<file path="src/rtl/serial_parity_framer.sv">
// Parallel-to-serial framer feeding a serial parity detector, LSB-first, valid/ready input.
// Define SERIAL_PARITY_FRAMER_PARITY_EN to append an even-parity bit to every frame.
module serial_parity_framer #(
    parameter int unsigned WIDTH = 8
) (
    input  logic             clock,
    input  logic             reset,
    input  logic [WIDTH-1:0] din,
    input  logic             load,
    output logic             ready,
    output logic             x,
    output logic             frame,
    output logic             last
);

    localparam int unsigned CW = (WIDTH > 1) ? $clog2(WIDTH) : 1;
    localparam logic [CW-1:0] CNT_LAST = CW'(WIDTH - 1);

`ifdef SERIAL_PARITY_FRAMER_PARITY_EN
    typedef enum logic [1:0] {IDLE = 2'd0, SHIFT = 2'd1, PARITY = 2'd2} state_t;
    logic par, par_next;
`else
    typedef enum logic {IDLE = 1'b0, SHIFT = 1'b1} state_t;
`endif

    state_t           state, state_next;
    logic [WIDTH-1:0] sr, sr_next;
    logic [CW-1:0]    cnt, cnt_next;
    logic             hs;
    logic             ready_next, x_next, frame_next, last_next;

    // State, datapath and output registers; outputs come straight from flops.
    always_ff @(posedge clock or posedge reset) begin
        if (reset) begin
            state <= IDLE;
            sr    <= '0;
            cnt   <= '0;
`ifdef SERIAL_PARITY_FRAMER_PARITY_EN
            par   <= 1'b0;
`endif
            ready <= 1'b1;
            x     <= 1'b0;
            frame <= 1'b0;
            last  <= 1'b0;
        end else begin
            state <= state_next;
            sr    <= sr_next;
            cnt   <= cnt_next;
`ifdef SERIAL_PARITY_FRAMER_PARITY_EN
            par   <= par_next;
`endif
            ready <= ready_next;
            x     <= x_next;
            frame <= frame_next;
            last  <= last_next;
        end
    end

    always_comb begin
        state_next = state;
        sr_next    = sr;
        cnt_next   = cnt;
`ifdef SERIAL_PARITY_FRAMER_PARITY_EN
        par_next   = par;
`endif
        hs         = 1'b0;

        case (state)
            IDLE: hs = load;
            SHIFT: begin
                sr_next = {1'b0, sr[WIDTH-1:1]};
`ifdef SERIAL_PARITY_FRAMER_PARITY_EN
                par_next = par ^ sr[0];
`endif
                if (cnt == CNT_LAST) begin
`ifdef SERIAL_PARITY_FRAMER_PARITY_EN
                    state_next = PARITY;
`else
                    hs         = load;
                    state_next = IDLE;
`endif
                end else begin
                    cnt_next = cnt + CW'(1);
                end
            end
`ifdef SERIAL_PARITY_FRAMER_PARITY_EN
            PARITY: begin
                hs         = load;
                state_next = IDLE;
            end
`endif
            default: state_next = IDLE;
        endcase

        // Reload in the final-bit cycle keeps frames back-to-back.
        if (hs) begin
            sr_next    = din;
            cnt_next   = '0;
`ifdef SERIAL_PARITY_FRAMER_PARITY_EN
            par_next   = 1'b0;
`endif
            state_next = SHIFT;
        end

        // Decode next-cycle outputs from the next-state values.
        ready_next = 1'b0;
        x_next     = 1'b0;
        frame_next = 1'b0;
        last_next  = 1'b0;
        case (state_next)
            IDLE: ready_next = 1'b1;
            SHIFT: begin
                frame_next = 1'b1;
                x_next     = sr_next[0];
`ifndef SERIAL_PARITY_FRAMER_PARITY_EN
                if (cnt_next == CNT_LAST) begin
                    last_next  = 1'b1;
                    ready_next = 1'b1;
                end
`endif
            end
`ifdef SERIAL_PARITY_FRAMER_PARITY_EN
            PARITY: begin
                frame_next = 1'b1;
                x_next     = par_next;
                last_next  = 1'b1;
                ready_next = 1'b1;
            end
`endif
            default: ready_next = 1'b1;
        endcase
    end

endmodule
</file>
<file path="config.mk">
export PLATFORM = sky130hd
export DESIGN_NAME = serial_parity_framer
export DESIGN_NICKNAME = d
export VERILOG_FILES = /design/src/rtl/serial_parity_framer.sv
export SDC_FILE = /design/constraint.sdc
export NUM_CORES = 1
export LEC_CHECK = 0
export CELL_PAD_IN_SITES_DETAIL_PLACEMENT = 0
export CELL_PAD_IN_SITES_GLOBAL_PLACEMENT = 1
export CORE_MARGIN = 1
export CORE_UTILIZATION = 34
export DETAILED_ROUTE_END_ITERATION = 8
export PLACE_DENSITY = 0.73
export SLEW_MARGIN = 0
export SYNTH_ARGS = -nofsm -noshare
export SYNTH_HDL_FRONTEND = slang
export SYNTH_SLANG_ARGS = --single-unit
export TNS_END_PERCENT = 20
</file>
<file path="constraint.sdc">
create_clock -name clock -period 1.18 [get_ports clock]
set_clock_uncertainty 0.1 [all_clocks]
set_input_delay 0.236 -clock clock [delete_from_list [all_inputs] [get_ports clock]]
set_output_delay 0.236 -clock clock [all_outputs]
set_load 0.005 [all_outputs]
</file>
Word level (Yosys, flattened, before mapping)
Index checks and enable logic that the tools add are counted.
{"block": "op_classes", "n_eq_ne": 2, "bitwise_logic": 2, "addsub": 1, "n_mux": 15, "n_reduce_logical": 1}
{"operator": "$mux W8", "n": 2}
{"operator": "$mux W3", "n": 3}
{"operator": "$mux W1", "n": 8}
{"operator": "$eq A3 B3 Y1 const B", "n": 2}
{"operator": "$pmux W1 S2", "n": 2}
{"operator": "$add A3 B1 Y3 const B", "n": 1}
{"operator": "$not A1 Y1", "n": 2}
{"operator": "$reduce_bool A2 Y1", "n": 1}
{"block": "totals", "word_cells": 29, "register_bits": 16}

Depth between registers and ports, before layout
{"block": "logic_depth", "word_depth": 7, "mapped_depth": 4, "ltp_nobuf": 4}

Least setup slack after synthesis
Ideal clock, no wire load.
{"block": "synth_timing", "path_type": "register to register", "startpoint": "register cnt[0]", "endpoint": "register sr[1]", "required_ps": 957, "period_less_slack_ps": 1269, "setup_ps": 123, "path_slack_ps": -89, "path_stages_with_launch": 5, "path_buffers": 0, "t_arrival_ps": 1046, "cell_sequence": "dfrtp_1 -> ha_1 -> nand3_4 -> nand2_4 -> o221a_1"}
{"block": "synth_between", "elab_chain_cells": 4, "elab_cells_between_ends": 5, "cone_classes": "1 x eq/ne; 3 x mux; 1 x reduce/logical"}
{"item": "from (decl)", "line_no": "28", "source": "logic [CW-1:0] cnt, cnt_next;"}
{"item": "from (signal assigned)", "line_no": "48", "source": "cnt <= cnt_next;"}
{"item": "$eq A3 B3 Y1 *", "line_no": "75", "source": "if (cnt == CNT_LAST) begin"}
{"item": "$mux W1 *", "line_no": "75"}
{"item": "$pmux W1 S2 *", "line_no": "68", "source": "case (state)"}
{"item": "$mux W8 or $reduce_bool A2 Y1 (tied branches)"}
{"item": "to (signal assigned)", "line_no": "47", "source": "sr <= sr_next;"}
{"item": "to (decl)", "line_no": "27", "source": "logic [WIDTH-1:0] sr, sr_next;"}
Mark *: on every way between the ends. The rest lies on a longest branch, timed or not.
A chain may end at the register's enable or synchronous reset.

Worst setup path in the final report
{"block": "layout_timing", "startpoint": "input port load", "endpoint": "register sr[6]"}
{"block": "layout_between", "elab_chain_cells": 3, "elab_cells_between_ends": 4, "cone_classes": "3 x mux; 1 x reduce/logical"}
{"item": "from (decl)", "line_no": "9", "source": "input logic load,"}
{"item": "$mux W1", "line_no": "75"}
{"item": "$pmux W1 S2 *", "line_no": "68"}
{"item": "$mux W8 or $reduce_bool A2 Y1 (tied branches)"}
Marked as above.

==> reports/qor.yml <==
cts:
  numClockSinks: 14
  holdBufCountCts: 0
  cts-buffers-inserted: 3
  cts.reportedPaths.clkPinSlew_ns: 0.08
  clock_tree.buffer_depth: 2
  cts_htree_levels: 1
  tritoncts: "built"
  clk_latency_worst_skew_pair_ns: 0.28
  clk_root_buffer_cell: "sky130_fd_sc_hd__clkbuf_4"
yosys:
  yosys_warnings: 0
  syn-cell-area_um2: 699
  synth_cells: 60
  async_flop_share_pct: 100
  syn_avg_cell_area_um2: 11.7
  netlist_top_cells_count: "sky130_fd_sc_hd__dfrtp_1, sky130_fd_sc_hd__a211o_1, sky130_fd_sc_hd__nand2_1, sky130_fd_sc_hd__nor2b_1, sky130_fd_sc_hd__o221a_1"
  yosysMostFrequentCell: "sky130_fd_sc_hd__dfrtp_1"
  synth_top_cell_area_share_pct: 46.5
  synth-main-ff-cell: "sky130_fd_sc_hd__dfrtp_1"
  seq_area_frac_synth_pct: 50.3
  netlist_top_cells_area: "sky130_fd_sc_hd__dfrtp_1, sky130_fd_sc_hd__o221a_1, sky130_fd_sc_hd__a211o_1"
  syn-num-nets: 72
  number_of_enable_type_register_cells_in_the_synthesized_netlist: 0
  yosys_reg_bits: 14
  netlist.top_cell.by_area: "sky130_fd_sc_hd__dfrtp_1"
  synth_cell_type_count: 22
route:
  ant_nets: 0
  drtIter0Drc: 17
  firstDrtPassIters: 4
  routedWlPerCell_um: 11.9
  remaining_drc_errors: 0
  per_cell_via_count_in_the_routed_design: 4.90
  via_count: 539
  wl_mm: 1.31
final_layout:
  ff_latch_area_um2: 352
  nets: 96
  finish.instance_area_um2: 956
  multi_input_area_um2: 318
  share_of_layout_cells_above_drive_strength_1_pct: 26.5
  area_delta_synth_final_pct: 36.7
  n_antenna_cell: 0
  fillers: 194
  fin_cells: 110
run_status:
  status: "finished, violations left"
  violated_checks: "negative setup slack"
global_routing:
  grt_max_degree: 19
  grt_antenna_before_repair: 0
  grt_overflow: 0
  track_usage_pct: 14.4
  first_global_vias: 466
  grt_pass1_wl_mm: 2.11
floorplan:
  fp.dieH_um: 47.4
  num_rows: 16
  starting_density_of_the_core_pct: 36.0
  core_area_um2: 1940
  floorplan.die_area_um2: 2240
  io-pin-count: 15
  die_x_um: 47.4
sta:
  setup_repair_after_global_routing_missed_its_margin: "true"
  slew_violations: 0
  max_slew_headroom_at_the_worst_pin_pct: 80.9
  setup_total_negative_slack_ns: -0.676
  fmax_mhz: 787
  post_route_worst_hold_slack_ns: 0.103
  layout_worst_path_cycle_share_pct: 108
  hold_viol_final: 0
  timing_worst_slew_pin_value_ns: 0.287
  post-route-worst-setup-slack_ns: -0.0909
  post-route-min-period_ns: 1.27
  setup_viol_count_final: 11
placed_design:
  gp_congestion: 0.730
  dp.cells: 103
  cell_area_after_placement_um2: 921
  detailed_place_hpwl_um: 953
  io_buffer_count: 14
critical_path:
  timing.critical_path.required_ns: 1.25
  rr_worst_depth: 4
  timing.rr.end: "sr[6]$_DFFE_PP0P_"
  setup.reg_to_reg.worst_slack_ns: -0.09
  worst_setup_path_startpoint: "load"
  critical_path_peak_fanout: 16
  cp.arrival_ns: 1.34
  start_kind: "primary input"
  criticalPathCategory: "primary input to register"
  sort_of_element_at_the_end_of_the_critical_path: "register"
  crit-reg2reg-launch: "cnt[0]$_DFF_PP0_"
pwr:
  p_per_area_nw_per_um2: 2190
  finalPower_uw: 2090
  power_share_of_the_sequential_group_pct: 39.9
  p_leak_uw: 0.000416
  vdd_ir_drop_max_v: 0.00114
  switching_power_uw: 711
  power_switching_share_pct: 34.0
  power.clock.fraction_pct: 13.7
  p_int_uw: 1380
  combPwrFrac_pct: 46.4
flow_run:
  max_cap_violation_count: 0
worst_hold_path:
  timing.hold.worst.class: "primary input to async pin"
## worst max-delay path by stage
stage | endpoint | cells after the start | slack (ns)
floorplan | cnt[0]$_DFF_PP0_ | 4 | -0.01
global placement | sr[1]$_DFFE_PP0P_ | 5 | -0.38
detailed placement | sr[4]$_DFFE_PP0P_ | 5 | -0.39
CTS | sr[6]$_DFFE_PP0P_ | 4 | -0.10
global route | sr[6]$_DFFE_PP0P_ | 4 | -0.14
finish | sr[6]$_DFFE_PP0P_ | 5 | -0.09
## critical path, cell delays in order
cell                              delay, ns
sky130_fd_sc_hd__clkdlybuf4s50_1       0.51
sky130_fd_sc_hd__buf_12                0.15
sky130_fd_sc_hd__nor2b_1               0.05
sky130_fd_sc_hd__a211o_1               0.26
sky130_fd_sc_hd__o221a_1               0.12
## metrics by stage
step	worst slack, ns	util [%]
after floorplan	-0.0116	-
after global placement	-0.377	47.4
after detailed placement	-0.392	47.4
after CTS	-0.104	48.6
after global routing	-0.139	49.2
final	-0.0909	49.2
## timing repair
action                                  CTS  global route
buffers inserted                          1             2
pin swaps                                 8             3
gates resized for setup                  11             5
endpoints found under the setup margin   13            16
## registers in the layout, summed over array words and instances, names as in the netlist
signal  flops
x           1
ready       1
sr          7
cnt         3
last        1
frame       1
## layer usage
layer	global-route usage [%]	up-vias	share of wire [%]
li1	-	266	-
met2	20.8	15	46
met3	5.77	4	5.3
met4	8.57	0	2.8
met1	17.9	254	46
met5	0	-	0
## power by group through the flow
stage / Clock [uW] / Combinational [uW] / Sequential, uW
2_1_floorplan: 0 / 665 / 824
3_3_place_gp: 0 / 964 / 846
3_5_place_dp: 0 / 985 / 849
4_1_cts: 298 / 975 / 832
5_1_grt: 313 / 1100 / 858
6_report: 286 / 972 / 835
## final cells by class
| class | instances | share of cell area [%] |
|---|---|---|
| clock buffer | 4 | 2.75 |
| inverter | 4 | 1.57 |
| multi-input combinational | 39 | 33.2 |
| sequential | 14 | 36.8 |
| tap | 27 | 3.53 |
| timing repair buffer | 22 | 22.1 |
## placed cells by master, fill, tap and decap left out, types with 2 or more instances in the layout
cell / instances
sky130_fd_sc_hd__nor2b_1: 6
sky130_fd_sc_hd__clkbuf_2: 2
sky130_fd_sc_hd__buf_4: 6
sky130_fd_sc_hd__clkbuf_4: 3
sky130_fd_sc_hd__inv_1: 4
sky130_fd_sc_hd__buf_12: 2
sky130_fd_sc_hd__a211o_1: 6
sky130_fd_sc_hd__clkdlybuf4s50_1: 10
sky130_fd_sc_hd__o221a_1: 6
sky130_fd_sc_hd__dfrtp_1: 13
sky130_fd_sc_hd__nand2_1: 6
sky130_fd_sc_hd__o21ai_1: 3
## logic make-up (layout without fill, tap and decap cells)
logic type	after synthesis	after routing	synth area share [%]
fa+ha+maj	1	1	1.79
flops	14	14	50.3
simple gates	17	17	15.4
buf+inv	7	30	6.08
compound gates	19	19	23.8
mux	1	1	1.43
xor+xnor	1	1	1.25
Power figures use the tool's default switching activity.
==> variant 1 (same settings) <==
Build with the macro `SERIAL_PARITY_FRAMER_PARITY_EN` defined.
--- a/src/rtl/serial_parity_framer.sv
+++ b/src/rtl/serial_parity_framer.sv
@@ -1,5 +1,7 @@
 // Parallel-to-serial framer feeding a serial parity detector, LSB-first, valid/ready input.
 // Define SERIAL_PARITY_FRAMER_PARITY_EN to append an even-parity bit to every frame.
+`define SERIAL_PARITY_FRAMER_PARITY_EN
+
 module serial_parity_framer #(
     parameter int unsigned WIDTH = 8
 ) (
Behaviour: not the same (Yosys sat finds a counterexample within 10 cycles, from zero or initial values and one cycle with reset high).
==> variant 1 against the unedited design <==
  * The run still ends with negative setup slack left
  * Sequential cell count grew 4
  * Clock power grew 7.0%
  * Power grew 26%
  * Hold slack lost 0.079 ns
  * First-iteration DRC count shrank 59%
  * Final area grew 20%
  * Worst setup slack lost 0.086 ns
  * Wire length grew 25%
  * Synthesized area grew 21%
==> variant 1: results (changes against the unedited design) <==
metric,value,unit,change
Setup-failing EPs final,7,,was 11
CP top delay family,flip-flops,,was buffers and inverters
Layout clock area frac,2.30,%,was 2.75%
Final GP Congestion,0.703,,was 0.730
Post-Place Cell Area,1120,µm²,was 921 µm²
Seq pwr share,41.3,%,was 39.9%
Max Root-Sink Buffers,2,,unchanged
Buffers excl. clock,28,,was 22
# nets final,118,,was 96
register share of the cell area,39.5,%,was 36.8%
#MultiIn Comb,48,,was 39
# fillers,210,,was 194
CP max FO,4,,was 16
Post-Route WL,1.64,mm,was 1.31 mm
Post-Synth XOR/XNOR Area,1.04,%,was 1.25%
CP startpoint,cnt[0],,was load
Synth Area per Inst,11.1,µm²,was 11.7 µm²
maximum vdd drop,1.48,mV,was 1.14 mV
Worst EP arrival,1.43,ns,was 1.34 ns
outcome,"complete, but fails checks",,unchanged
Crit path largest cell delay,0.39,ns,was 0.51 ns
Resized Gates After CTS,14,,was 11
worst slack at placement,-0.328,ns,was -0.392 ns
multi-input gate share of the layout cell area,33.0,%,was 33.2%
inverter count,6,,was 4
Critical R2R Capture,cnt[1],,was sr[6]
register area,452,µm²,was 352 µm²
ranking of synthesized cells by area,"dfrtp_1 50%, mux2i_1 7.1%, a211oi_1 4.5%",,"was dfrtp_1 47%, o221a_1 9.7%, a211o_1 7.5%"
Initial DRT Pass Iterations,5,,was 4
post-synthesis cell type count,25,,was 22
multiplexer area fraction after synthesis,7.12,%,was 1.43%
Worst-Margin Slew,0.218,ns,was 0.287 ns
gr usage total,15.4,%,was 14.4%
non-clk buf share,20.2,%,was 22.1%
largest registers,"sr (8), cnt (3), state (2)",,"was sr (7), cnt (3)"
failing checks,negative setup slack,,unchanged
final worst slack,-0.177,ns,was -0.0909 ns
post-CTS setup buffer count,0,,was 1
pin count of the biggest net entering global routing,14,,was 19
Setup TNS Final,-0.902,ns,was -0.676 ns
synth cell count leaders,"17 x dfrtp_1, 7 x a21oi_1, 6 x inv_1, 6 x mux2i_1, 6 x nor2b_1",,"was 13 x dfrtp_1, 6 x a211o_1, 6 x nand2_1, 6 x nor2b_1, 6 x o221a_1"
comb pwr,1.24,mW,was 0.972 mW
Static Leakage,0.507,nW,was 0.416 nW
Yosys reg bits,18,,was 14
sequential element share of the synthesized area,53.6,%,was 50.3%
final cell count without fillers,132,,was 110
vias in the first global route,649,,was 466
hpwl dp,1.27,mm,was 953 µm
Synthesized Nets,89,,was 72
Die Wd,51.8,µm,was 47.4 µm
Power Dens Cells,2300,nW/µm²,was 2190 nW/µm²
Synth Area in Compound Gates,17.5,%,was 23.8%
Worst path slowest cell,dfrtp_1,,was clkdlybuf4s50_1
via count,634,,was 539
-- variant 1: cell types whose count changed in the layout (fill, tap and decap cells not counted), moves of 3 or more --
cell / change
buf_4: +7
nor2_1: +3
a211o_1: -5
mux2i_1: +5
a211oi_1: +3
o221a_1: -6
dfrtp_1: +4
a21oi_1: +7
nand2_1: -5
-- variant 1: per-layer routing --
layer	wire length (µm)	global-route usage, %	vias up
met2	814	24.5	7
met3	45	3.80	2
met4	16	8.11	0
met1	762	19.3	297
met5	0	0	-
li1	-	-	328
-- variant 1: worst min-delay path by stage --
stage                     start     end  slack, ns  cells after the start
after floorplan           reset  cnt[0]       0.07                      1
after global routing      reset    last       0.02                      2
final                     reset    last       0.02                      2
after CTS                 reset    last      0.008                      2
after global placement    reset    last       0.32                      2
after detailed placement  reset    last       0.32                      2
-- variant 1: worst reg2reg max path, stage by stage, from the launching register on --
cell	delay, ns
dfrtp_1	0.39
ha_2	0.20
ha_4	0.16
nor2_4	0.10
a21boi_2	0.09
a32o_1	0.21
==> variant 2 (same settings) <==
Made on the original files. Make the reset (`reset`) synchronous in one clocked block.
--- a/src/rtl/serial_parity_framer.sv
+++ b/src/rtl/serial_parity_framer.sv
@@ -30,7 +30,7 @@
     logic             ready_next, x_next, frame_next, last_next;
 
     // State, datapath and output registers; outputs come straight from flops.
-    always_ff @(posedge clock or posedge reset) begin
+    always_ff @(posedge clock) begin
         if (reset) begin
             state <= IDLE;
             sr    <= '0;
Function: differs if reset is asserted again (counterexample within 4 cycles, from zero or initial values and one cycle with reset high); with reset held inactive, the same outputs for 10 cycles.
==> variant 2 against the unedited design <==
  * The flow still finishes with violations (negative setup slack)
  * Sequential cell count up 1
  * Final area up 13%
  * Synthesized area down 5.4%
  * Wire length up 11%
  * Synthesized cell count up 12%
  * Worst setup slack worse by 0.024 ns
  * Critical path depth unchanged
  * Non-clock buffer count up 7
  * Critical path type is now flop to flop
Power is not compared: it rests on default switching activity, and its combinational part moved more than twofold at a synthesized area within 25%.
==> variant 2: results (changes against the unedited design) <==
metric,value,unit,change
Crit path largest cell delay,0.34,ns,was 0.51 ns
Post-Synth XOR/XNOR Area,1.32,%,was 1.25%
Syn Inst Count,67,,was 60
final cell count without fillers,121,,was 110
Final GP Congestion,0.726,,was 0.730
sequential element share of the synthesized area,45.4,%,was 50.3%
largest registers,"sr (8), cnt (3)",,"was sr (7), cnt (3)"
Synth Area in Compound Gates,21.9,%,was 23.8%
Worst path slowest cell,dfxtp_2,,was clkdlybuf4s50_1
Setup-failing EPs final,15,,was 11
outcome,"complete, but fails checks",,unchanged
DR iter-0 viols,9,,was 17
Setup TNS Final,-0.704,ns,was -0.676 ns
Setup CP Type,flop to flop,,was input port to flop
worst r2r src,cnt[1],,was cnt[0]
adder-cell share of the synthesized area,1.89,%,was 1.79%
synth cell count leaders,"15 x dfxtp_1, 10 x nor2_1, 6 x nor3_1, 6 x o221a_1, 4 x nand3_1",,"was 13 x dfrtp_1, 6 x a211o_1, 6 x nand2_1, 6 x nor2b_1, 6 x o221a_1"
pin count of the biggest net entering global routing,15,,was 19
Post-Place Cell Area,932,µm²,was 921 µm²
Placed Cells,114,,was 103
Synthesized Nets,79,,was 72
WL per Instance,12.1,µm,was 11.9 µm
hpwl dp,964,µm,was 953 µm
CTS Buf Count,3,,unchanged
Critical R2R Capture,ready,,was sr[6]
Post-synth ARST share,0,%,was 100%
Worst-Margin Slew,0.181,ns,was 0.287 ns
post-synthesis cell type count,24,,was 22
gr usage total,14.3,%,was 14.4%
multiplexer area fraction after synthesis,1.51,%,was 1.43%
hold crit path type,flop to flop,,was input port to async pin
final worst slack,-0.115,ns,was -0.0909 ns
share of cells above drive strength 1,37.5,%,was 26.5%
first-pass GRT wire length,2.15,mm,was 2.11 mm
r2r worst-path depth,5,,was 4
ranking of synthesized cells by area,"dfxtp_1 45%, o221a_1 10%, nor2_1 5.7%",,"was dfrtp_1 47%, o221a_1 9.7%, a211o_1 7.5%"
failing checks,negative setup slack,,unchanged
via/cell ratio,4.80,,was 4.90
CP max FO,5,,was 16
vias in the first global route,491,,was 466
[variant 2: changes by cell type after synthesis, sizes merged, moves of 4 or more]
cell / before / now
dfxtp: 0 / 15
a211o: 6 / 0
nor2: 1 / 10
nor3: 0 / 6
a21oi: 0 / 4
o21ai: 5 / 1
dfrtp: 13 / 0
nor2b: 6 / 0
[variant 2: kinds of logic (layout without fill, tap and decap cells)]
| logic type | after synthesis | in the layout |
|---|---|---|
| AO/OA/AOI/OAI | 16 | 16 |
| XOR/XNOR | 1 | 1 |
| adder cells (fa/ha/maj) | 1 | 1 |
| buffers and inverters | 5 | 34 |
| flip-flops | 15 | 15 |
| multiplexers | 1 | 1 |
| AND/OR/NAND/NOR | 28 | 28 |
[variant 2: per-layer routing]
layer	vias to the layer above	track usage, %	part of all wire [%]
li1	304	-	-
met1	263	20.3	51
met2	14	19.7	45
met3	0	5.88	4.1
met4	0	3.53	0
met5	-	0	0
[variant 2: area by class of cell]
cell class                 count  area, µm²
sequential                    15        304
inverter                       1       3.75
fill                         153        707
clock buffer                   4       26.3
timing repair buffer          29        318
multi-input combinational     47        393
tap                           25       31.3
[variant 2: worst min path at each step]
stage,slack [ns],endpoint,start
after global placement,0.38,sr[7],sr[7]
after detailed placement,0.39,sr[7],sr[7]
after global routing,0.42,sr[7],sr[7]
after floorplan,0.30,x,din[0]
final,0.41,sr[7],sr[7]
after CTS,0.41,sr[7],sr[7]
[variant 2: critical path: cells and delay by family, from the launching register on]
| kind | cells | cell delay, ns |
|---|---|---|
| AO/OA/AOI/OAI | 3 | 0.46 |
| adder cells (fa/ha/maj) | 1 | 0.16 |
| flip-flops | 1 | 0.34 |
| buffers and inverters | 1 | 0.13 |
